## src/rtl/cfg_loader_pkg.sv

```systemverilog
// Shared definitions for the serial configuration frame loader.
// Optional parity stage is selected with the CFG_FRAME_PARITY_EN macro.
package cfg_loader_pkg;

  typedef enum logic [2:0] {
    HUNT  = 3'd0,
    ADDR  = 3'd1,
    DATA  = 3'd2,
    PAR   = 3'd3,
    WRITE = 3'd4
  } state_t;

  localparam int          SYNC_W         = 8;
  localparam logic [7:0]  SYNC_DEFAULT   = 8'hA5;
  localparam int          ADDR_W_DEFAULT = 4;
  localparam int          CFG_W_DEFAULT  = 16;

`ifdef CFG_FRAME_PARITY_EN
  localparam int PAR_BITS = 1;
`else
  localparam int PAR_BITS = 0;
`endif

  // Accepted bits per frame, excluding the WRITE cycle.
  function automatic int frame_bits(input int addr_w, input int cfg_w);
    return SYNC_W + addr_w + cfg_w + PAR_BITS;
  endfunction

  function automatic int max_w(input int a, input int b);
    return (a > b) ? a : b;
  endfunction

endpackage

```

## src/rtl/cfg_shift_reg.sv

```systemverilog
// MSB-first shift register with enable and synchronous clear.
// Clear has priority over shifting; async active-low reset to zero.
module cfg_shift_reg #(
  parameter int W = 8
) (
  input  logic         clk,
  input  logic         rst,
  input  logic         en,
  input  logic         clr,
  input  logic         din,
  output logic [W-1:0] q
);

  always_ff @(posedge clk or negedge rst) begin
    if (!rst) begin
      q <= '0;
    end else if (clr) begin
      q <= '0;
    end else if (en) begin
      q <= {q[W-2:0], din};
    end
  end

endmodule

```

## src/rtl/cfg_frame_loader.sv

```systemverilog
// Bit-serial configuration frame loader: sync hunt, address, LUT word, cell write.
// Define CFG_FRAME_PARITY_EN to add a trailing parity bit check with frame_err.
module cfg_frame_loader
  import cfg_loader_pkg::*;
#(
  parameter int         ADDR_W = ADDR_W_DEFAULT,
  parameter int         CFG_W  = CFG_W_DEFAULT,
  parameter logic [7:0] SYNC   = SYNC_DEFAULT
) (
  input  logic              clk,
  input  logic              rst,
  input  logic              cfg_bit,
  input  logic              cfg_valid,
  output logic              cfg_ready,
  output logic              cell_we,
  output logic [ADDR_W-1:0] cell_addr,
  output logic [CFG_W-1:0]  cell_cfg,
  output logic              frame_err,
  output logic [7:0]        frames_ok
);

  localparam int MAX_W = max_w(ADDR_W, CFG_W);
  localparam int CNT_W = (MAX_W > 1) ? $clog2(MAX_W) : 1;
  localparam logic [CNT_W-1:0] ADDR_LAST = CNT_W'(ADDR_W - 1);
  localparam logic [CNT_W-1:0] DATA_LAST = CNT_W'(CFG_W - 1);

  state_t             state_reg, state_next;
  logic [CNT_W-1:0]   cnt_reg, cnt_next;
  logic [SYNC_W-1:0]  sync_q;
  logic [ADDR_W-1:0]  addr_q;
  logic [CFG_W-1:0]   cfg_q;
  logic [SYNC_W-1:0]  sync_in;
  logic [CFG_W-1:0]   cfg_in;
  logic               ready_int;
  logic               accept;
  logic               sync_hit;

  assign ready_int = (state_reg != WRITE);
  // Gated by reset so the source sees "not ready" while the loader is held.
  assign cfg_ready = ready_int & rst;
  assign accept    = cfg_valid & ready_int;
  assign sync_in   = {sync_q[SYNC_W-2:0], cfg_bit};
  assign sync_hit  = (sync_in == SYNC);
  assign cfg_in    = {cfg_q[CFG_W-2:0], cfg_bit};

  cfg_shift_reg #(.W(SYNC_W)) u_sync_sr (
    .clk (clk),
    .rst (rst),
    .en  (accept && state_reg == HUNT),
    .clr (accept && state_reg == HUNT && sync_hit),
    .din (cfg_bit),
    .q   (sync_q)
  );

  cfg_shift_reg #(.W(ADDR_W)) u_addr_sr (
    .clk (clk),
    .rst (rst),
    .en  (accept && state_reg == ADDR),
    .clr (1'b0),
    .din (cfg_bit),
    .q   (addr_q)
  );

  cfg_shift_reg #(.W(CFG_W)) u_cfg_sr (
    .clk (clk),
    .rst (rst),
    .en  (accept && state_reg == DATA),
    .clr (1'b0),
    .din (cfg_bit),
    .q   (cfg_q)
  );

`ifdef CFG_FRAME_PARITY_EN
  logic par_reg;
  logic bad_par;

  always_ff @(posedge clk or negedge rst) begin
    if (!rst) begin
      par_reg <= 1'b0;
    end else if (state_reg == HUNT) begin
      par_reg <= 1'b0;
    end else if (accept && (state_reg == ADDR || state_reg == DATA)) begin
      par_reg <= par_reg ^ cfg_bit;
    end
  end
`endif

  always_comb begin
    state_next = state_reg;
`ifdef CFG_FRAME_PARITY_EN
    bad_par    = 1'b0;
`endif
    case (state_reg)
      HUNT:  if (accept && sync_hit) state_next = ADDR;
      ADDR:  if (accept && cnt_reg == ADDR_LAST) state_next = DATA;
`ifdef CFG_FRAME_PARITY_EN
      DATA:  if (accept && cnt_reg == DATA_LAST) state_next = PAR;
      PAR: begin
        if (accept) begin
          if (cfg_bit == par_reg) begin
            state_next = WRITE;
          end else begin
            state_next = HUNT;
            bad_par    = 1'b1;
          end
        end
      end
`else
      DATA:  if (accept && cnt_reg == DATA_LAST) state_next = WRITE;
`endif
      WRITE:   state_next = HUNT;
      default: state_next = HUNT;
    endcase

    // Position counter restarts on every state entry.
    cnt_next = cnt_reg;
    if (state_next != state_reg) begin
      cnt_next = '0;
    end else if (accept && (state_reg == ADDR || state_reg == DATA)) begin
      cnt_next = cnt_reg + 1'b1;
    end
  end

  always_ff @(posedge clk or negedge rst) begin
    if (!rst) begin
      state_reg <= HUNT;
      cnt_reg   <= '0;
      cell_we   <= 1'b0;
      cell_addr <= '0;
      cell_cfg  <= '0;
      frames_ok <= '0;
    end else begin
      state_reg <= state_next;
      cnt_reg   <= cnt_next;
      cell_we   <= (state_next == WRITE);
      if (state_next == WRITE) begin
        cell_addr <= addr_q;
        // Entering from DATA, the last payload bit is still on the input.
        cell_cfg  <= (state_reg == DATA) ? cfg_in : cfg_q;
        frames_ok <= frames_ok + 8'd1;
      end
    end
  end

`ifdef CFG_FRAME_PARITY_EN
  always_ff @(posedge clk or negedge rst) begin
    if (!rst) begin
      frame_err <= 1'b0;
    end else begin
      frame_err <= bad_par;
    end
  end
`else
  assign frame_err = 1'b0;
`endif

endmodule

```

## config.mk

```make
export PLATFORM = sky130hd
export DESIGN_NAME = cfg_frame_loader
export DESIGN_NICKNAME = d
export VERILOG_FILES = /design/src/rtl/cfg_loader_pkg.sv /design/src/rtl/cfg_shift_reg.sv /design/src/rtl/cfg_frame_loader.sv
export SDC_FILE = /design/constraint.sdc
export NUM_CORES = 1
export LEC_CHECK = 0
export CORE_MARGIN = 3
export CORE_UTILIZATION = 55
export DETAILED_ROUTE_END_ITERATION = 12
export MAX_ROUTING_LAYER = met4
export PLACE_DENSITY = 0.83
export SYNTH_ARGS = -nofsm -noshare
export SYNTH_HDL_FRONTEND = slang
export SYNTH_SLANG_ARGS = --single-unit
```

## constraint.sdc

```tcl
create_clock -name clk -period 4.9 [get_ports clk]
set_clock_uncertainty 0.05 [all_clocks]
set_input_delay 0.98 -clock clk [delete_from_list [all_inputs] [get_ports clk]]
set_output_delay 0.98 -clock clk [all_outputs]
set_load 0.01 [all_outputs]
```

==> reports/qor.txt <==
Status = finished clean
Maxcap violations = 0
Period utilization = 0.6411
Avg WL per Cell = 14.79 µm
# fillers = 323
RePlAce Congestion = 0.8127
Rel. slew slack = 0.2608
Mapped Cells = 256
Synth top area share = 0.5817
CTS root buffer = clkbuf_8
Average size of a mapped cell = 10.59 µm²
Worst-path clk slew = 70 ps
Hold_buf cts = 0
R2R Setup Slk = 2440 ps
Area delta synth->final = 21.88%
H-tree depth = 3
Syn Nets = 262
CP Class = in2reg
Largest net degree at the start of global routing = 64
Post-CTS Setup Inserts = 0
CP max FO = 34
Peak VDD IR = 0.3008 mV
FF+latch count, synth = 63
I/O pin count = 35
Detailed placement HPWL = 3346 µm
WP data arrival = 3290 ps
Synth cell count leaders = nand2_1 (84), dfrtp_1 (63), mux2i_1 (16), o21ai_0 (10), mux2_2 (8)
CTS Sinks = 63
Seq/Total Area, Yosys = 0.5817
Drt pass-1 iters = 4
Nets = 296
Clock Tree Buf Depth = 2
Hold Vio Cnt, Final = 0
Startpoint types = primary input
Final wirelength = 5325 µm
Number of global-route vias before repair = 1833
Data required time of the worst path = 5050 ps
CTS Buf Count = 9
Tmin final = 3141 ps
Transition time of the tightest slew-check pin = 1108 ps
CP endpoint kind = flip-flop
Final ANT Viol Nets = 0
Setup TNS = 0 ps
Vias post-DR = 1926
Iteration-0 DRC count of the detailed router = 139
# DRC = 0
Full die area = 5806 µm²
Hold WC Path Type = reg2reg
First-pass GRT wire length = 8832 µm
CTS tree = done
Post-synth ARST share = 1.000
Vias per cell = 5.350
Die X = 76.20 µm
Fmax = 318.3 MHz
Count of final setup violators = 0
WHS = 427.9 ps
CTS resizes = 0
Die Height = 76.20 µm
Unrepaired setup endpoints after global routing = no
Yosys cell types = 38
Diode count = 0
Pwr per Cell Area = 387.7 nW/µm²
Number of synthesized flops with an enable pin = 0
Initial Util = 0.5937
Initial antenna violation count = 0
Port Buf Inserts = 33
Largest registers = cell_cfg (16), u_cfg_sr.q (16), frames_ok (8)
Synth Cell Area = 2710 µm²
Most common cell in the netlist = nand2_1
Share of layout cells above drive strength 1 = 0.09831
GR Util All Layers = 0.1998
Most used DFF post-synth = dfrtp_1
Worst skew pair latency = 340 ps
# rows = 24
GRT Residual Overflow = 0
Final Max Slew Viols = 0
Core region area = 4564 µm²
Synth Warn # = 0
Yosys top cell by area = dfrtp_1
Leakage dissipation = 1.518 nW
Area contributors post-synth = dfrtp_1 (58%), nand2_1 (12%), mux2i_1 (5.9%), mux2_2 (3.3%), xnor2_1 (1.9%)
## cell type report
class | count | area [µm²] | area share
clock buffer | 11 | 141.4 | 0.04280
sequential | 63 | 1577 | 0.4773
clock inverter | 5 | 105.1 | 0.03182
multi-input combinational | 178 | 1046 | 0.3167
inverter | 3 | 12.51 | 0.003788
tap | 65 | 81.33 | 0.02462
timing repair buffer | 35 | 340.3 | 0.1030
## metal layers
layer  share of wire  track usage
met1            0.45       0.2522
met2            0.49       0.3121
met3           0.042      0.03783
met4           0.013      0.09783
met5               0            -
## cell families (layout without fill, tap and decap cells)
group | after synthesis | count (layout) | share of synthesized area
AO/OA/AOI/OAI | 27 | 27 | 0.05956
XOR/XNOR | 11 | 11 | 0.03555
adder cells (fa/ha/maj) | 2 | 2 | 0.009232
buffers and inverters | 15 | 54 | 0.03232
flip-flops | 63 | 63 | 0.5817
multiplexers | 24 | 24 | 0.09234
other | 1 | 1 | 0.001384
AND/OR/NAND/NOR | 113 | 113 | 0.1879
## worst paths after layout
kind,end,cells past startpoint,from
min in group asynchronous,cnt_reg[3]$_DFFE_PN0P_,2,rst
worst max register to register,cell_cfg[1]$_DFFE_PN0P_,5,state_reg[2]$_DFF_PN0_
max in group asynchronous,cell_cfg[5]$_DFFE_PN0P_,2,rst
worst min-delay path,frames_ok[7]$_DFFE_PN0P_,1,frames_ok[7]$_DFFE_PN0P_
worst min register to register,frames_ok[7]$_DFFE_PN0P_,1,frames_ok[7]$_DFFE_PN0P_
worst max-delay path,cell_cfg[1]$_DFFE_PN0P_,6,cfg_valid
## critical path, stage by stage
cell and delay, ps:
clkdlybuf4s50_1 630, nand4bb_1 640, or2_1 560, buf_4 270
nand2_1 100, o21ai_0 90
## cell usage in the layout, fill, tap and decap left out, types with 5 or more instances in the layout
cell type / n
o21ai_1: 7
dfrtp_1: 63
xor2_1: 5
nand2_1: 84
xnor2_1: 6
clkbuf_8: 10
nand3_1: 7
clkdlybuf4s50_1: 32
mux2_2: 8
o21ai_0: 10
mux2i_1: 16
## where the power goes
part	switching [W]	internal [W]	total, W
Sequential	0.0000399	0.000566	0.000606
Combinational	0.0000543	0.0000613	0.000116
Clock	0.000207	0.000352	0.000559
## per-stage QoR
stage                 util  cells  setup slack, ps  total power [W]  instance area (µm²)
detailed placement  0.6697    344             1502        0.0007299                 3057
finish              0.7237    360             1759         0.001281                 3303
floorplan                -    256             2734        0.0006940                 2710
CTS                 0.7237    360             1766         0.001285                 3303
global route        0.7237    360             1575         0.001332                 3303
global placement    0.6697    344             1571        0.0007226                 3057
Power figures use the tool's default switching activity.
